[config.mk]
export PLATFORM = sky130hd
export DESIGN_NAME = accessor
export DESIGN_NICKNAME = d
export VERILOG_FILES = /design/src/rtl/accessor.sv
export SDC_FILE = /design/constraint.sdc
export NUM_CORES = 1
export LEC_CHECK = 0
export BUFFER_PORTS_ARGS = -buffer_cell sky130_fd_sc_hd__buf_2
export CAP_MARGIN = 40
export CORE_AREA = 4 4 155 157
export CTS_CLUSTER_DIAMETER = 60
export DETAILED_ROUTE_END_ITERATION = 6
export DIE_AREA = 0 0 159 161
export HOLD_SLACK_MARGIN = 0.12
export REMOVE_ABC_BUFFERS = 1
export SYNTH_ARGS = -nofsm -noshare
export SYNTH_HDL_FRONTEND = slang
export SYNTH_SLANG_ARGS = --single-unit
[constraint.sdc]
create_clock -name clk -period 6 [get_ports clk]
set_clock_uncertainty 0.15 [all_clocks]
set_input_delay 1.2 -clock clk [delete_from_list [all_inputs] [get_ports clk]]
set_output_delay 1.2 -clock clk [all_outputs]
set_load 0.02 [all_outputs]
[src/rtl/accessor.sv]
// Memory-access stage between executor and writeback: one bus transaction per load/store,
// ALU/LUI pass-through. Define ACCESSOR_MISALIGN_TRAP_EN to trap misaligned half/word accesses.
module accessor #(
    parameter int XLEN     = 32,
    parameter int REG_BITS = 5
) (
    input  logic                clk,
    input  logic                reset,
    input  logic                executor_valid,
    output logic                accessor_ready,
    output logic                accessor_valid,
    input  logic                writeback_ready,
    input  logic [REG_BITS-1:0] in_rd,
    input  logic [XLEN-1:0]     in_rd_data,
    input  logic [XLEN-1:0]     fwd_mem_addr,
    input  logic [XLEN-1:0]     fwd_mem_data,
    input  logic                fwd_is_lui,
    input  logic                fwd_is_lb,
    input  logic                fwd_is_lbu,
    input  logic                fwd_is_lh,
    input  logic                fwd_is_lhu,
    input  logic                fwd_is_lw,
    input  logic                fwd_is_sb,
    input  logic                fwd_is_sh,
    input  logic                fwd_is_sw,
    output logic                mem_valid,
    input  logic                mem_ready,
    output logic [XLEN-1:0]     mem_addr,
    output logic [XLEN-1:0]     mem_wdata,
    output logic [3:0]          mem_wstrb,
    input  logic [XLEN-1:0]     mem_rdata,
    output logic [REG_BITS-1:0] out_rd,
`ifdef ACCESSOR_MISALIGN_TRAP_EN
    output logic                misaligned,
`endif
    output logic [XLEN-1:0]     out_rd_data
);

    typedef enum logic [1:0] {IDLE, MEM, HOLD} state_t;

    state_t              state_q, state_d;
    logic [REG_BITS-1:0] rd_q, rd_d;
    logic [XLEN-1:0]     data_q, data_d;
    logic [XLEN-1:0]     addr_q, addr_d;
    logic [XLEN-1:0]     wdata_q, wdata_d;
    logic [3:0]          wstrb_q, wstrb_d;
    logic [1:0]          lane_q, lane_d;
    logic                ld_byte_q, ld_byte_d;
    logic                ld_half_q, ld_half_d;
    logic                ld_sext_q, ld_sext_d;

    logic                is_load, is_store, mis;
    logic [4:0]          shamt;
    logic [XLEN-1:0]     shifted, load_val;

    assign is_load  = fwd_is_lb | fwd_is_lbu | fwd_is_lh | fwd_is_lhu | fwd_is_lw;
    assign is_store = fwd_is_sb | fwd_is_sh | fwd_is_sw;

`ifdef ACCESSOR_MISALIGN_TRAP_EN
    assign mis = ((fwd_is_lh | fwd_is_lhu | fwd_is_sh) & fwd_mem_addr[0]) |
                 ((fwd_is_lw | fwd_is_sw) & (|fwd_mem_addr[1:0]));
`else
    assign mis = 1'b0;
`endif

    // Lane extraction; without the trap, low bits below the access size are ignored.
    assign shamt    = ld_byte_q ? {lane_q, 3'b000} : (ld_half_q ? {lane_q[1], 4'b0000} : 5'd0);
    assign shifted  = mem_rdata >> shamt;
    always_comb begin
        load_val = shifted;
        if (ld_byte_q)
            load_val = {{24{ld_sext_q & shifted[7]}}, shifted[7:0]};
        else if (ld_half_q)
            load_val = {{16{ld_sext_q & shifted[15]}}, shifted[15:0]};
    end

    always_comb begin
        state_d   = state_q;
        rd_d      = rd_q;
        data_d    = data_q;
        addr_d    = addr_q;
        wdata_d   = wdata_q;
        wstrb_d   = wstrb_q;
        lane_d    = lane_q;
        ld_byte_d = ld_byte_q;
        ld_half_d = ld_half_q;
        ld_sext_d = ld_sext_q;
        case (state_q)
            IDLE: if (executor_valid) begin
                rd_d      = (is_store | mis) ? '0 : in_rd;
                data_d    = fwd_is_lui ? fwd_mem_addr : in_rd_data;
                addr_d    = {fwd_mem_addr[XLEN-1:2], 2'b00};
                lane_d    = fwd_mem_addr[1:0];
                ld_byte_d = fwd_is_lb | fwd_is_lbu;
                ld_half_d = fwd_is_lh | fwd_is_lhu;
                ld_sext_d = fwd_is_lb | fwd_is_lh;
                wstrb_d   = 4'b0000;
                wdata_d   = '0;
                if (fwd_is_sb) begin
                    wstrb_d = 4'b0001 << fwd_mem_addr[1:0];
                    wdata_d = {4{fwd_mem_data[7:0]}};
                end else if (fwd_is_sh) begin
                    wstrb_d = fwd_mem_addr[1] ? 4'b1100 : 4'b0011;
                    wdata_d = {2{fwd_mem_data[15:0]}};
                end else if (fwd_is_sw) begin
                    wstrb_d = 4'b1111;
                    wdata_d = fwd_mem_data;
                end
                state_d = ((is_load | is_store) & ~mis) ? MEM : HOLD;
            end
            MEM: if (mem_ready) begin
                if (!(|wstrb_q)) data_d = load_val;
                state_d = HOLD;
            end
            HOLD: if (writeback_ready) state_d = IDLE;
            default: state_d = IDLE;
        endcase
    end

    always_ff @(posedge clk or posedge reset) begin
        if (reset) begin
            state_q   <= IDLE;
            rd_q      <= '0;
            data_q    <= '0;
            addr_q    <= '0;
            wdata_q   <= '0;
            wstrb_q   <= '0;
            lane_q    <= '0;
            ld_byte_q <= 1'b0;
            ld_half_q <= 1'b0;
            ld_sext_q <= 1'b0;
        end else begin
            state_q   <= state_d;
            rd_q      <= rd_d;
            data_q    <= data_d;
            addr_q    <= addr_d;
            wdata_q   <= wdata_d;
            wstrb_q   <= wstrb_d;
            lane_q    <= lane_d;
            ld_byte_q <= ld_byte_d;
            ld_half_q <= ld_half_d;
            ld_sext_q <= ld_sext_d;
        end
    end

`ifdef ACCESSOR_MISALIGN_TRAP_EN
    logic mis_q, mis_d;
    always_comb begin
        mis_d = mis_q;
        if (state_q == IDLE && executor_valid) mis_d = mis;
        else if (state_q == HOLD && writeback_ready) mis_d = 1'b0;
    end
    always_ff @(posedge clk or posedge reset) begin
        if (reset) mis_q <= 1'b0;
        else       mis_q <= mis_d;
    end
    assign misaligned = mis_q;
`endif

    // Handshake outputs decode the state register so reset clears them without a clock.
    assign accessor_ready = (state_q == IDLE);
    assign accessor_valid = (state_q == HOLD);
    assign mem_valid      = (state_q == MEM);
    assign mem_addr       = addr_q;
    assign mem_wdata      = wdata_q;
    assign mem_wstrb      = wstrb_q;
    assign out_rd         = rd_q;
    assign out_rd_data    = data_q;

endmodule

==> results.yml <==
detailed_routing:
  via_count: 5431
  drt_iter0_drc: 297
  viasPerCell: 4.74
  ant_nets: 0
  wl_mm: 20.9
  routedWlPerCell_um: 18.2
  drc_errors: 0
  firstDrtPassIters: 4
clock_tree:
  clockRootBuffer: "clkbuf_16"
  ctsResizeCount: 0
  htreeDepth: 3
  cts_buffers: 9
  cts_hold_repair.buffers: 0
  tritoncts: "done"
  cts.sinks: 110
  clk_latency_ps: 350
  clockBufferDepth: 2
  cts.clk_slew.worst_paths_ps: 70
  cts_setup_buffers: 0
global_routing:
  grt_max_degree: 55
  antenna_found_initial: 2
  grt_pass1_wl_mm: 32.3
  grt_use_total: 0.159
  grt_overflow: 0
  grt_pass1_vias: 5522
sta:
  min_period_over_period: 0.527
  fin_crit_ps: 3160
  worst_pin_slew_ps: 731
  slew_violations: 0
  rsz0062_at_grt: "false"
  timing.fmax_ghz: 0.316
  tns_ps: 0
  slew_headroom: 0.511
  setup_violations: 0
  layout_setup_ws_ps: 2840
  hold_viol_final: 0
worst_setup_path:
  worst_ep_required_time_ps: 4650
  endpoint_kind: "output pin"
  path_max_fanout: 17
  start_kind: "register"
  critical_path_class: "register to output pin"
  worstPathArrival_ps: 1810
status:
  outcome: "finished, final reports clean"
synthesis:
  avgSynthCellArea_um2: 8.83
  synth-seq-cells: 110
  ys_seq_area_frac: 0.495
  yosysWarningCount: 0
  syn_area_um2: 5560
  synth_cell_types: 42
  syn_inst: 629
final_layout:
  fin_cells: 1146
  drive_above_1_share: 0.346
  num-nets-final: 1003
  register_area_um2: 2750
  syn2layout_area_growth_pct: 33.3
  nFillCells: 2393
  final_util: 0.329
  multi_input_area_um2: 2570
  diodes: 0
worst_hold_path:
  hold_path.class: "register to register"
floorplan:
  die_x_um: 159
  ioPinCount: 255
  fp.dieH_um: 161
  die_area_um2: 25600
  fp.coreArea_um2: 22500
  start_util: 0.247
  rows: 55
placed_design:
  dp_slack_ps: 2660
  place_hpwl_mm: 16.1
  io_buffers: 252
  gp_congestion: 0.829
  dp.cells: 1130
run:
  drv_cap: 0
power:
  ir_drop_mv: 0.224
  power_density_nw_per_um2: 524
  power.leakage_uw: 0.00373
  p_total_uw: 3880
## sequential cells by signal, summed over array words and instances, names as in the netlist
| register | flops |
|---|---|
| mem_wdata | 32 |
| out_rd_data | 32 |
| mem_addr | 30 |
| out_rd | 5 |
| mem_wstrb | 4 |
| lane_q | 2 |
| state_q | 2 |
| ld_byte_q | 1 |
| ld_half_q | 1 |
| ld_sext_q | 1 |
## final timing paths
kind / from / endpoint / slack (ps) / depth (start not counted)
max in group asynchronous: reset / out_rd_data[13] / 3920 / 4
min in group asynchronous: reset / mem_wdata[9] / 620 / 2
min reg2reg: mem_addr[7] / mem_addr[7] / 320 / 2
min: mem_addr[7] / mem_addr[7] / 320 / 2
max reg2reg: mem_wstrb[0] / out_rd_data[23] / 3080 / 6
max: state_q[1] / mem_valid / 2840 / 3
## cells by family after synthesis
| family | share of synthesized area |
|---|---|
| compound gates | 0.168 |
| mux | 0.0919 |
| flops | 0.495 |
| buf+inv | 0.0455 |
| simple gates | 0.198 |
| other cells | 0.000675 |
## cells in the mapped netlist
library cell | n | share of area
a211oi_1 | 2 | 0.0027
a21boi_0 | 1 | 0.0014
a21o_1 | 1 | 0.0014
a21oi_1 | 51 | 0.046
a221oi_1 | 8 | 0.013
a22o_1 | 14 | 0.022
a22oi_1 | 8 | 0.011
a31oi_1 | 9 | 0.010
a31oi_2 | 1 | 0.0023
a32oi_2 | 1 | 0.0029
and2_1 | 1 | 0.0011
and2_4 | 1 | 0.0016
and4b_1 | 2 | 0.0036
buf_1 | 5 | 0.0034
buf_2 | 7 | 0.0063
buf_4 | 4 | 0.0054
buf_6 | 3 | 0.0061
clkbuf_1 | 28 | 0.019
clkinv_1 | 1 | 0.00067
conb_1 | 1 | 0.00067
dfrtp_1 | 110 | 0.50
inv_1 | 7 | 0.0047
mux2_2 | 2 | 0.0041
mux2i_1 | 33 | 0.059
mux4_2 | 7 | 0.028
nand2_1 | 165 | 0.11
nand2_2 | 1 | 0.0011
nand2b_1 | 2 | 0.0023
nand3_1 | 31 | 0.028
nor2_1 | 59 | 0.040
nor2b_1 | 2 | 0.0023
nor3_1 | 1 | 0.00090
nor3_4 | 1 | 0.0029
nor3b_2 | 1 | 0.0023
o2111ai_1 | 1 | 0.0016
o21ai_0 | 48 | 0.043
o21ai_2 | 1 | 0.0016
o22ai_1 | 1 | 0.0011
o31ai_1 | 4 | 0.0054
o32ai_1 | 1 | 0.0016
o41ai_1 | 1 | 0.0016
or2_2 | 1 | 0.0011
## report_power, final
group          switching [µW]  internal, µW
registers                 227          1090
logic                    1280           655
clock network             300           323
## metrics by stage
| step | hold slack, ps | instance area (µm²) |
|---|---|---|
| global placement | 303 | 7020 |
| finish | 323 | 7400 |
| global route | 354 | 7400 |
| detailed placement | 307 | 7100 |
| CTS | 325 | 7400 |
| floorplan | 334 | 5340 |
## placed cells by master, fill, tap and decap left out, drive strengths merged
| cell | netlist | routed |
|---|---|---|
| a211oi | 2 | 2 |
| a21boi | 1 | 1 |
| a21o | 1 | 1 |
| a21oi | 51 | 51 |
| a221oi | 8 | 8 |
| a22o | 14 | 14 |
| a22oi | 8 | 8 |
| a31oi | 10 | 10 |
| a32oi | 1 | 1 |
| and2 | 2 | 2 |
| and4b | 2 | 2 |
| buf | 19 | 262 |
| clkbuf | 28 | 12 |
| clkinv | 1 | 3 |
| conb | 1 | 2 |
| dfrtp | 110 | 110 |
| inv | 7 | 9 |
| mux2 | 2 | 2 |
| mux2i | 33 | 33 |
| mux4 | 7 | 7 |
| nand2 | 166 | 166 |
| nand2b | 2 | 2 |
| nand3 | 31 | 31 |
| nor2 | 59 | 59 |
| nor2b | 2 | 2 |
| nor3 | 2 | 2 |
| nor3b | 1 | 1 |
| o2111ai | 1 | 1 |
| o21ai | 49 | 49 |
| o22ai | 1 | 1 |
| o31ai | 4 | 4 |
| o32ai | 1 | 1 |
| o41ai | 1 | 1 |
| or2 | 1 | 1 |
## routing by layer
layer | routed length [µm] | vias to the layer above | track usage
met1 | 8850 | 2536 | 0.196
met2 | 9950 | 256 | 0.272
met5 | 34 | - | 0
met4 | 340 | 4 | 0.0387
li1 | - | 2612 | -
met3 | 1680 | 23 | 0.0503
## cell type report
class / instances / share of cell area
sequential: 110 / 0.372
multi-input combinational: 465 / 0.347
timing repair buffer: 262 / 0.188
tap: 285 / 0.0482
clock buffer: 12 / 0.0360
clock inverter: 4 / 0.00507
inverter: 8 / 0.00439
## critical path, stage by stage, from the launching register on
cell and delay, ps:
dfrtp_1 450, nand2b_1 160, clkinv_1 480, buf_2 360
Power figures use the tool's default switching activity.
